**config.mk**
```make
export PLATFORM = sky130hd
export DESIGN_NAME = ysyx_23060111_mem_arb
export DESIGN_NICKNAME = d
export VERILOG_FILES = /design/src/rtl/ysyx_23060111_mem_arb.sv
export SDC_FILE = /design/constraint.sdc
export NUM_CORES = 1
export LEC_CHECK = 0
export ABC_AREA = 1
export BUFFER_PORTS_ARGS = -buffer_cell sky130_fd_sc_hd__buf_2
export CORE_MARGIN = 2
export CORE_UTILIZATION = 53
export CTS_CLUSTER_DIAMETER = 40
export DETAILED_ROUTE_END_ITERATION = 8
export PLACE_DENSITY_LB_ADDON = 0.12
export SLEW_MARGIN = 20
export SYNTH_ARGS = -nofsm -noshare
export SYNTH_HDL_FRONTEND = slang
export SYNTH_SLANG_ARGS = --single-unit
```
**constraint.sdc**
```tcl
create_clock -name clk -period 12.7 [get_ports clk]
set_clock_uncertainty 0.05 [all_clocks]
set_input_delay 0.635 -clock clk [delete_from_list [all_inputs] [get_ports clk]]
set_output_delay 0.635 -clock clk [all_outputs]
set_load 0.005 [all_outputs]
```
**src/rtl/ysyx_23060111_mem_arb.sv**
```systemverilog
// Two-requester (IF / LS) memory arbiter with alignment check and response watchdog.
// Define YSYX_23060111_ARB_RR_EN for round-robin arbitration; fixed LS > IF priority otherwise.
module ysyx_23060111_mem_arb #(
    parameter int unsigned TIMEOUT = 255
) (
    input  logic        clk,
    input  logic        rst,
    input  logic        if_req_valid,
    output logic        if_req_ready,
    input  logic [31:0] if_addr,
    output logic        if_rsp_valid,
    output logic [31:0] if_rsp_data,
    input  logic        ls_req_valid,
    output logic        ls_req_ready,
    input  logic        ls_wen,
    input  logic [31:0] ls_addr,
    input  logic [31:0] ls_wdata,
    input  logic [2:0]  ls_size,
    output logic        ls_rsp_valid,
    output logic [31:0] ls_rsp_data,
    output logic        mem_req_valid,
    input  logic        mem_req_ready,
    output logic        mem_wen,
    output logic [31:0] mem_addr,
    output logic [31:0] mem_wdata,
    output logic [2:0]  mem_size,
    input  logic        mem_rsp_valid,
    input  logic [31:0] mem_rsp_data,
    output logic        err,
    output logic [1:0]  err_code
);
    typedef enum logic [1:0] {
        ST_IDLE = 2'd0,
        ST_REQ  = 2'd1,
        ST_RSP  = 2'd2
    } state_t;

    localparam logic [16:0] TIMEOUT_L    = 17'(TIMEOUT);
    localparam logic [1:0]  CODE_ALIGN   = 2'b01;
    localparam logic [1:0]  CODE_TIMEOUT = 2'b10;

    state_t      state_r;
    logic [15:0] cnt_r;
    logic        owner_ls_r;

    logic        grant_if_s;
    logic        grant_ls_s;
    logic        hs_s;
    logic        sel_wen_s;
    logic [31:0] sel_addr_s;
    logic [31:0] sel_wdata_s;
    logic [2:0]  sel_size_s;
    logic        sel_legal_s;
    logic        timeout_s;
    logic        fin_s;
    logic        fin_err_s;
    logic        fin_ls_s;
    logic [1:0]  fin_code_s;
    logic [31:0] fin_data_s;

    function automatic logic req_legal(input logic [2:0] size, input logic [1:0] lsb);
        case (size)
            3'd1:    req_legal = 1'b1;
            3'd2:    req_legal = ~lsb[0];
            3'd4:    req_legal = (lsb == 2'b00);
            default: req_legal = 1'b0;
        endcase
    endfunction

`ifdef YSYX_23060111_ARB_RR_EN
    logic last_grant_ls_r;

    // Remember who won the most recent grant so contention alternates.
    always_ff @(posedge clk or posedge rst) begin
        if (rst) begin
            last_grant_ls_r <= 1'b0;
        end else if (hs_s) begin
            last_grant_ls_r <= grant_ls_s;
        end
    end
`endif

    // Grant decision: only in IDLE, never while reset is held.
    always_comb begin
        grant_if_s = 1'b0;
        grant_ls_s = 1'b0;
        if (rst || (state_r != ST_IDLE)) begin
            grant_if_s = 1'b0;
        end else if (ls_req_valid && if_req_valid) begin
`ifdef YSYX_23060111_ARB_RR_EN
            grant_ls_s = ~last_grant_ls_r;
            grant_if_s = last_grant_ls_r;
`else
            grant_ls_s = 1'b1;
`endif
        end else begin
            grant_ls_s = ls_req_valid;
            grant_if_s = if_req_valid;
        end
    end

    assign if_req_ready = grant_if_s;
    assign ls_req_ready = grant_ls_s;
    assign hs_s         = grant_if_s | grant_ls_s;
    assign timeout_s    = ({1'b0, cnt_r} + 17'd1) >= TIMEOUT_L;

    // Select the granted request; fetches are always 4-byte reads.
    always_comb begin
        if (grant_ls_s) begin
            sel_wen_s   = ls_wen;
            sel_addr_s  = ls_addr;
            sel_wdata_s = ls_wdata;
            sel_size_s  = ls_size;
        end else begin
            sel_wen_s   = 1'b0;
            sel_addr_s  = if_addr;
            sel_wdata_s = 32'd0;
            sel_size_s  = 3'd4;
        end
        sel_legal_s = req_legal(sel_size_s, sel_addr_s[1:0]);
    end

    // Work out whether a response pulse is due next cycle and what it carries.
    always_comb begin
        fin_s      = 1'b0;
        fin_err_s  = 1'b0;
        fin_ls_s   = owner_ls_r;
        fin_code_s = 2'b00;
        fin_data_s = 32'd0;
        case (state_r)
            ST_IDLE: begin
                if (hs_s && !sel_legal_s) begin
                    fin_s      = 1'b1;
                    fin_err_s  = 1'b1;
                    fin_ls_s   = grant_ls_s;
                    fin_code_s = CODE_ALIGN;
                end else begin
                    fin_s = 1'b0;
                end
            end
            ST_REQ: begin
                if (timeout_s) begin
                    fin_s      = 1'b1;
                    fin_err_s  = 1'b1;
                    fin_code_s = CODE_TIMEOUT;
                end else begin
                    fin_s = 1'b0;
                end
            end
            ST_RSP: begin
                // A response in the final allowed cycle still counts as success.
                if (mem_rsp_valid) begin
                    fin_s      = 1'b1;
                    fin_data_s = (owner_ls_r && mem_wen) ? 32'd0 : mem_rsp_data;
                end else if (timeout_s) begin
                    fin_s      = 1'b1;
                    fin_err_s  = 1'b1;
                    fin_code_s = CODE_TIMEOUT;
                end else begin
                    fin_s = 1'b0;
                end
            end
            default: begin
                fin_s = 1'b0;
            end
        endcase
    end

    // Transaction FSM, watchdog counter and the registered memory request.
    always_ff @(posedge clk or posedge rst) begin
        if (rst) begin
            state_r       <= ST_IDLE;
            cnt_r         <= 16'd0;
            owner_ls_r    <= 1'b0;
            mem_req_valid <= 1'b0;
            mem_wen       <= 1'b0;
            mem_addr      <= 32'd0;
            mem_wdata     <= 32'd0;
            mem_size      <= 3'd0;
        end else begin
            case (state_r)
                ST_IDLE: begin
                    if (hs_s) begin
                        owner_ls_r <= grant_ls_s;
                    end
                    if (hs_s && sel_legal_s) begin
                        state_r       <= ST_REQ;
                        cnt_r         <= 16'd0;
                        mem_req_valid <= 1'b1;
                        mem_wen       <= sel_wen_s;
                        mem_addr      <= sel_addr_s;
                        mem_wdata     <= sel_wdata_s;
                        mem_size      <= sel_size_s;
                    end
                end
                ST_REQ: begin
                    cnt_r <= cnt_r + 16'd1;
                    if (timeout_s) begin
                        state_r       <= ST_IDLE;
                        mem_req_valid <= 1'b0;
                    end else if (mem_req_ready) begin
                        state_r       <= ST_RSP;
                        mem_req_valid <= 1'b0;
                    end
                end
                ST_RSP: begin
                    cnt_r <= cnt_r + 16'd1;
                    if (mem_rsp_valid || timeout_s) begin
                        state_r <= ST_IDLE;
                    end
                end
                default: begin
                    state_r       <= ST_IDLE;
                    mem_req_valid <= 1'b0;
                end
            endcase
        end
    end

    // Response pulses to the owner; err_code holds until the next error.
    always_ff @(posedge clk or posedge rst) begin
        if (rst) begin
            if_rsp_valid <= 1'b0;
            if_rsp_data  <= 32'd0;
            ls_rsp_valid <= 1'b0;
            ls_rsp_data  <= 32'd0;
            err          <= 1'b0;
            err_code     <= 2'b00;
        end else begin
            if_rsp_valid <= fin_s & ~fin_ls_s;
            ls_rsp_valid <= fin_s & fin_ls_s;
            err          <= fin_err_s;
            if (fin_s && fin_ls_s) begin
                ls_rsp_data <= fin_data_s;
            end
            if (fin_s && !fin_ls_s) begin
                if_rsp_data <= fin_data_s;
            end
            if (fin_err_s) begin
                err_code <= fin_code_s;
            end
        end
    end

endmodule

```
==> impl_metrics.yaml, run 1 <==
outcome:
  status: "complete, no violations"
yosys:
  synth_area_leaders: "dfrtp_1 53%, nand2_1 15%, nand4_1 6.0%, nor2_1 4.4%, a22o_1 3.9%"
  syn_area_um2: 7387
  synth_edf_count: 0
  synth.avg_cell_area_um2: 8.590
  yosysTopAreaCell: "dfrtp_1"
  ys.flop_type: "dfrtp_1"
  netlist_instances: 860
  yosys.area.top_type_share_pct: 53.18
  synthTopCellsByCount: "299 x nand2_1, 157 x dfrtp_1, 86 x nor2_1, 71 x nand4_1, 34 x inv_1"
  ys_seq_area_share_pct: 53.18
  post-synth-top-count-cell: "nand2_1"
  synthArstFlopShare_pct: 100.0
  syn-num-nets: 1005
  synth_cell_type_count: 32
  ys_warn_count: 0
  synth_seq_cells: 157
timing:
  setup_viol: 0
  fin_crit_sh_pct: 35.02
  timing.final.ws_setup_ns: 8.253
  finalHoldViolCount: 0
  grt_setup_unrepaired: "no"
  timing.final.crit_period_ns: 4.447
  max_slew_margin_pct: 31.49
  worstMarginPinSlew_ns: 1.026
  slew_violations: 0
  setup-tns-final_ns: 0
  fmax_mhz: 224.9
grt:
  grt_pass1_wl_mm: 31.52
  grt_pass1_vias: 6364
  grt_max_degree: 82
  track_usage_pct: 27.05
  antenna_found_initial: 2
  grt_overflow: 0
worst_setup_path:
  critPathMaxFanout: 81
  reg2reg_to: "ls_rsp_data[23]"
  cp-start-kind: "primary input"
  end_kind: "register"
  cp.arrival_ns: 4.70
  critical-path-slowest-cell: "nand3_2"
  worst_path_largest_cell_delay_ns: 0.73
  required_ns: 12.95
  r2r_setup_slack_ns: 8.43
  reg2reg_depth: 13
  path_cells: "buf_2 > inv_6 > nand3_4 > inv_2 > or2_2 > o21ai_2 > nand4_2 > nand3_4 > nand3_2 > buf_4 > nand3_2 > nand2_1 > nand2_1"
  critical_path_class: "primary input to register"
  r2r_start: "state_r[1]"
routing:
  drtIter0Drc: 529
  top_layer: "met4"
  ant_nets: 0
  drt-wirelength-per-cell_um: 15.69
  wl_met3_mm: 1.503
  met1_length_mm: 8.569
  viasPerCell: 5.381
  wirelength_mm: 20.41
  firstDrtPassIters: 7
  vias: 7001
  met2_wirelength_mm: 9.825
  drc: 0
clocking:
  post_cts_buffers: 0
  worst_skew_pair.late_latency_ns: 0.42
  cts_sinks: 157
  path_clk_slew_ns: 0.06
  cts_made_buffers: 17
  cts_resized: 0
  cts_max_level: 4
  cts_tree: "done"
  ctsRootBufferMaster: "clkbuf_16"
  clock_path_buffers: 2
  ctsHoldBuffers: 0
final_layout:
  multi_input_area_um2: 2994
  fill_cells: 1123
  area_growth_pct: 28.39
  ff_latch_area_um2: 3929
  final_nets: 1251
  drive_above_1_share_pct: 31.01
  finish.utilization_pct: 68.86
power:
  peakVddDrop_mv: 0.1215
  powerDensity_nw_per_um2: 219.7
  power_leakage_nw: 5.219
die:
  die_w_um: 122.1
  rows: 43
  io_pins: 278
  die_y_um: 122.1
  core-area_um2: 13770
  initial_utilization_pct: 53.63
  die_area_um2: 14900
placed_design:
  port_buffers: 277
  place.gp.congestion: 0.8616
  dp_hpwl_mm: 13.87
  pre_cts_ws_ns: 7.788
job:
  max_cap_viol_count: 0
hold_path:
  hold_class: "primary input to asynchronous set/reset pin"
[where the power goes]
part           total, mW  switching, mW  internal (mW)
clock              0.642          0.207          0.435
combinational      0.668          0.404          0.264
sequential         0.774          0.106          0.668
[layout by cell type (no fill, tap or decap), types with 3 or more instances in the layout]
master and count:
nand2_1 297, buf_2 277, dfrtp_1 157, nor2_1 86, nand4_1 71, a22o_1 33
inv_1 32, a31oi_1 31, nand3_1 22, clkbuf_16 17, nand2_2 9, o21ai_1 9
bufinv_16 9, o21ai_0 7, o31ai_1 7, ha_1 7, inv_2 6, buf_4 5
o21ai_2 4, nand3_2 4, inv_6 3, nor2_2 3, a21oi_1 3
[per-stage QoR]
| step | area [µm²] | std cells | total power [mW] | hold WS (ns) |
|---|---|---|---|---|
| floorplan | 7387 | 860 | 1.177 | 0.4154 |
| global placement | 8726 | 1267 | 1.430 | 0.3985 |
| detailed placement | 8726 | 1267 | 1.444 | 0.4027 |
| CTS | 9474 | 1299 | 2.090 | 0.3187 |
| global route | 9479 | 1299 | 2.210 | 0.3558 |
| finish | 9484 | 1301 | 2.084 | 0.3007 |
[worst max-delay path, delay by kind of cell]
kind	cells	cell delay (ns)
and+or+nand+nor	8	2.14
buffers and inverters	4	1.77
AOI/OAI and AO/OA	1	0.07
[flip-flops by register name, summed over array words and instances (netlist names), 2 cells and up]
| name | cells |
|---|---|
| state_r | 2 |
| cnt_r | 16 |
| err_code | 2 |
| mem_size | 3 |
| mem_addr | 32 |
| if_rsp_data | 32 |
| mem_wdata | 32 |
| ls_rsp_data | 32 |
[final cells by class]
type / count / share of cell area, %
diodes: 2 / 0.05277
well taps: 180 / 2.375
repair buffers: 282 / 15.01
inverters: 41 / 1.675
clock buffers: 18 / 4.631
clock inverters: 14 / 3.259
multi-input cells: 607 / 31.57
flip-flops and latches: 157 / 41.42
[worst max path at each step]
stage          from  cells past startpoint              end  slack (ns)
4_1_cts         rst                     13   if_rsp_data[4]        8.23
3_3_place_gp    rst                     12    mem_req_valid        7.86
5_1_grt         rst                     14  if_rsp_data[14]        7.76
3_5_place_dp    rst                     13  ls_rsp_data[23]        7.79
2_1_floorplan   rst                     16        cnt_r[14]        6.80
6_report        rst                     13  ls_rsp_data[23]        8.25
[layer usage]
metal,global-route usage (%),vias to the layer above
met1,35.93,3308
met2,42.91,281
met4,10.70,0
li1,-,3372
met3,6.695,40
met5,0,-
[cell families (layout without fill, tap and decap cells)]
logic type | Yosys count | count (layout) | synth area share, %
buf+inv | 96 | 355 | 6.352
simple gates | 502 | 502 | 29.83
flops | 157 | 157 | 53.18
other cells | 0 | 2 | 0
compound gates | 96 | 96 | 9.214
xor+xnor | 2 | 2 | 0.2372
fa+ha+maj | 7 | 7 | 1.186
Power figures use the tool's default switching activity.
==> run 2, diff against run 1 <==
--- a/config.mk
+++ b/config.mk
@@ -8,7 +8,7 @@
 export ABC_AREA = 1
 export BUFFER_PORTS_ARGS = -buffer_cell sky130_fd_sc_hd__buf_2
 export CORE_MARGIN = 2
-export CORE_UTILIZATION = 53
+export CORE_UTILIZATION = 50
 export CTS_CLUSTER_DIAMETER = 40
 export DETAILED_ROUTE_END_ITERATION = 8
 export PLACE_DENSITY_LB_ADDON = 0.12
==> constraint.sdc (replaced) <==
create_clock -name clk -period 4.4 [get_ports clk]
set_clock_uncertainty 0.05 [all_clocks]
set_input_delay 0.22 -clock clk [delete_from_list [all_inputs] [get_ports clk]]
set_output_delay 0.22 -clock clk [all_outputs]
set_load 0.005 [all_outputs]
==> run 2 against run 1 <==
Against the previous run:
- final cell count up 6.2%
- final area up 6.7%
- wire length up 11%
- worst setup slack worse by 7.9 ns
- largest cell class unchanged
==> impl_metrics.yaml, run 2 (same netlist as run 1, synthesis figures left out) <==
worst_setup_path:
  reg2reg_to: "mem_addr[26]"
  cp-start-kind: "register"
  r2r_start: "state_r[0]"
  critical-path-slowest-cell: "inv_2"
  worst_path_largest_cell_delay_ns: 0.69
  path_cells: "inv_1 > ha_1 > nand3_4 > inv_2 > or2_2 > o21ai_2 > nand4_2 > nand2_2 > nand2_2 > inv_2 > nor2_1 > a31oi_1 > dlygate4sd3_1"
  cp-startpoint: "state_r[0]"
  r2r_setup_slack_ns: 0.34
  end_kind: "register"
  reg2reg_depth: 13
  critical_path_class: "register to register"
  required_ns: 4.71
  critPathMaxFanout: 63
  cp.arrival_ns: 4.37
job:
  max_cap_viol_count: 0
grt:
  grt_max_degree: 159
  grt_pass1_vias: 7084
  grt_pass1_wl_mm: 35.98
  antenna_found_initial: 1
  grt_overflow: 0
  track_usage_pct: 28.65
clocking:
  worst_skew_pair.late_latency_ns: 0.42
  cts_made_buffers: 17
  clock_path_buffers: 2
  ctsRootBufferMaster: "clkbuf_16"
  cts_tree: "done"
  cts_resized: 0
  post_cts_buffers: 0
  path_clk_slew_ns: 0.06
  cts_sinks: 157
  cts_max_level: 4
die:
  die_area_um2: 15760
  core-area_um2: 14480
  die_w_um: 125.6
  rows: 44
  io_pins: 278
  die_y_um: 125.6
  initial_utilization_pct: 51.02
final_layout:
  final_cell_mix: "297 x nand2_1, 277 x buf_2, 157 x dfrtp_1"
  final_common_cell: "nand2_1"
  finish.utilization_pct: 69.88
  area_growth_pct: 36.96
  drive_above_1_share_pct: 28.93
  final_nets: 1328
timing:
  worstMarginPinSlew_ns: 1.026
  finalHoldViolCount: 0
  fin_crit_sh_pct: 92.18
  timing.final.crit_period_ns: 4.056
  setup_viol: 0
  max_slew_margin_pct: 31.50
  grt_setup_unrepaired: "no"
  slew_violations: 0
  timing.final.ws_setup_ns: 0.3441
  fmax_mhz: 246.6
  setup-tns-final_ns: 0
  holdWs_ns: 0.01411
power:
  switchingPower_mw: 2.132
  powerDensity_nw_per_um2: 582.3
  pwr-share-clk_pct: 25.5
  intPower_mw: 3.759
  total_power_mw: 5.891
  peakVddDrop_mv: 0.3417
  pwr-share-comb_pct: 36.6
  p_seq_share_pct: 37.9
  power_leakage_nw: 5.469
  switching_share_pct: 36.18
routing:
  drtIter0Drc: 584
  viasPerCell: 5.299
  ant_nets: 0
  firstDrtPassIters: 5
  vias: 7323
  drc: 0
  wirelength_mm: 22.55
  drt-wirelength-per-cell_um: 16.32
hold_path:
  hold_class: "primary input to register"
  holdPathEnd: "mem_addr[13]"
  min_from: "if_addr[13]"
  min_path_cells: 3
placed_design:
  pre_cts_ws_ns: 0.5735
  dp_hpwl_mm: 14.21
  place.gp.congestion: 0.9015
  port_buffers: 277
outcome:
  status: "complete, no violations"
run 2: how the worst max path moves through the flow:
stage                     end  slack (ns)  cells past startpoint
2_1_floorplan   mem_wdata[27]        0.05                     13
3_3_place_gp   ls_rsp_data[0]        0.63                     14
3_5_place_dp   if_rsp_data[7]        0.57                     13
4_1_cts          mem_addr[20]        0.52                     12
5_1_grt          mem_addr[26]        0.02                     12
6_report         mem_addr[26]        0.34                     13
run 2: layout make-up:
class	instances	area [µm²]
Tap cell	184	230.2
Timing Repair Buffer	359	2202
Clock buffer	22	464.2
Multi-Input combinational cell	607	2994
Sequential cell	157	3929
Antenna cell	2	5.005
Inverter	41	157.7
Fill cell	1145	4362
Clock inverter	10	135.1
run 2: repair_timing:
item / in CTS / in global routing
hold buffers: 75 / 0
setup endpoints to repair: 0 / 0
hold endpoints to repair: 57 / 0
run 2: metal layers:
layer | wire [µm] | track usage, % | up-vias
met5 | 0 | 0 | -
met4 | 984 | 14.58 | 0
met1 | 9077 | 35.96 | 3409
li1 | - | - | 3524
met3 | 1750 | 7.617 | 64
met2 | 10740 | 45.85 | 326
run 2: through the flow:
stage	instances	cell area (µm²)
after floorplan	860	7391
after CTS	1380	10110
final	1382	10120
after global placement	1273	8757
after global routing	1381	10110
after detailed placement	1273	8757
run 2: power groups by stage:
stage | Clock (mW) | Sequential (mW) | Combinational (mW)
after CTS | 1.53 | 2.21 | 2.13
final | 1.50 | 2.23 | 2.16
after detailed placement | 0 | 2.22 | 1.97
after global placement | 0 | 2.22 | 1.94
after global routing | 1.59 | 2.29 | 2.38
after floorplan | 0 | 2.24 | 1.15
run 2: critical path, delay by kind of cell (launching register included):
family | cells | cell delay, ns
buf+inv | 4 | 1.65
simple gates | 6 | 1.28
flops | 1 | 0.39
compound gates | 2 | 0.29
fa+ha+maj | 1 | 0.27
==> run 3, diff against run 2 <==
==> constraint.sdc (replaced) <==
create_clock -name clk -period 4.46 [get_ports clk]
set_clock_uncertainty 0.05 [all_clocks]
set_input_delay 0.446 -clock clk [delete_from_list [all_inputs] [get_ports clk]]
set_output_delay 0.446 -clock clk [all_outputs]
set_load 0.005 [all_outputs]
==> run 3 against run 2 <==
Against the previous run:
- combinational power shrank 10%
- global-route usage shrank 2.9 points
- critical path depth is the same
- hold slack gained 0.18 ns
- first-iteration DRC count shrank 3.4%
- final cell count shrank 5.6%
- sequential share of layout area grew 3.0 points
- clock power is essentially flat
- wire length shrank 9.9%
- fmax grew 6.2%
- worst setup slack gained 0.30 ns
- sequential power shrank 2%
==> impl_metrics.yaml, run 3 (same netlist as run 1, synthesis figures left out) <==
final_layout:
  final_common_cell: "nand2_1"
  final_nets: 1254
  design_area_um2: 9390
  drive_above_1_share_pct: 31.07
  post_layout_nonfiller_instances: 1304
  area_growth_pct: 27.12
  antenna_cells: 0
  finish.utilization_pct: 64.85
  final_cell_mix: "294 x nand2_1, 277 x buf_2, 157 x dfrtp_1"
die:
  io_pins: 278
  core-area_um2: 14480
  die_area_um2: 15760
  rows: 44
  die_w_um: 125.6
  initial_utilization_pct: 51.02
  die_y_um: 125.6
timing:
  worstMarginPinSlew_ns: 1.055
  timing.final.ws_setup_ns: 0.6398
  max_slew_margin_pct: 29.62
  grt_setup_unrepaired: "no"
  fmax_mhz: 261.8
  setup_viol: 0
  fin_crit_sh_pct: 85.65
  finalHoldViolCount: 0
  holdWs_ns: 0.1909
  slew_violations: 0
  timing.final.crit_period_ns: 3.820
power:
  powerDensity_nw_per_um2: 597.6
  power_leakage_nw: 5.177
  peakVddDrop_mv: 0.3126
worst_setup_path:
  worstSetupEndpoint: "ls_rsp_data[1]"
  critPathMaxFanout: 36
  r2r_start: "state_r[0]"
  end_kind: "register"
  r2r_setup_slack_ns: 0.64
  cp-startpoint: "state_r[0]"
  cp.arrival_ns: 4.07
  cp-start-kind: "register"
  reg2reg_depth: 13
  critical_path_class: "register to register"
  required_ns: 4.71
  reg2reg_to: "ls_rsp_data[1]"
placed_design:
  pre_cts_ws_ns: 0.6245
  placed_cells: 1274
  placed_area_um2: 8782
  dp_hpwl_mm: 14.11
  place.gp.congestion: 0.8403
  port_buffers: 277
grt:
  antenna_found_initial: 1
  grt_overflow: 0
  grt_max_degree: 85
  grt_pass1_vias: 6567
  track_usage_pct: 25.77
  grt_pass1_wl_mm: 32.97
clocking:
  ctsRootBufferMaster: "clkbuf_16"
  cts_max_level: 4
  cts_sinks: 157
  ctsHoldBuffers: 0
  cts_made_buffers: 17
  cts_tree: "done"
  path_clk_slew_ns: 0.06
  clock_path_buffers: 2
  cts_resized: 0
  post_cts_buffers: 0
  worst_skew_pair.late_latency_ns: 0.42
routing:
  drt-wirelength-per-cell_um: 15.58
  wirelength_mm: 20.32
  ant_nets: 0
  drtIter0Drc: 564
  drc: 0
  firstDrtPassIters: 5
  vias: 6993
  viasPerCell: 5.363
hold_path:
  hold_class: "primary input to register"
job:
  max_cap_viol_count: 0
outcome:
  status: "complete, no violations"
## run 3: layer usage
layer	global-route usage (%)	routed length, µm	share of wire, %	vias up
met3	5.220	1440	7.1	35
met1	34.41	8475	42	3288
met4	8.889	436	2.1	2
met5	0	11	0.054	-
met2	42.23	9958	49	296
li1	-	-	-	3372
## run 3: cell type report
cell class | count | area [µm²]
inverter | 41 | 160.2
fill | 1332 | 5089
clock inverter | 10 | 165.2
tap | 184 | 230.2
multi-input combinational | 607 | 3019
timing repair buffer | 285 | 1450
sequential | 157 | 3929
clock buffer | 20 | 436.7
## run 3: worst min-delay path by stage
| stage | cells after the start | from | endpoint |
|---|---|---|---|
| 6_report | 2 | ls_wdata[12] | mem_wdata[12] |
| 4_1_cts | 2 | ls_wdata[12] | mem_wdata[12] |
| 5_1_grt | 2 | ls_wdata[10] | mem_wdata[10] |
| 2_1_floorplan | 2 | mem_size[0] | mem_size[0] |
| 3_5_place_dp | 2 | mem_size[0] | mem_size[0] |
| 3_3_place_gp | 2 | ls_rsp_data[23] | ls_rsp_data[23] |
## run 3: power by group
| part | switching [mW] | internal (mW) | leakage, nW |
|---|---|---|---|
| Clock | 0.562 | 0.933 | 0.294 |
| Sequential | 0.277 | 1.90 | 2.05 |
| Combinational | 1.17 | 0.765 | 2.83 |
| Total | 2.01 | 3.60 | 5.18 |
## run 3: critical path, cell delays in order, from the launching register on
cell,delay (ns)
dfrtp_1,0.41
inv_1,0.12
ha_1,0.32
nand3_4,0.39
inv_2,0.31
nand2_2,0.10
inv_2,0.09
nand2_1,0.06
nand4_2,0.13
nand3_4,0.12
nand3_2,0.50
nand3_2,0.76
nand2_1,0.26
nand2_1,0.07
## run 3: per-stage QoR
stage | setup TNS (ns) | power (mW)
after global placement | 0 | 4.105
after global routing | 0 | 5.972
after floorplan | -3.945 | 3.405
after CTS | 0 | 5.651
final | 0 | 5.611
after detailed placement | 0 | 4.147
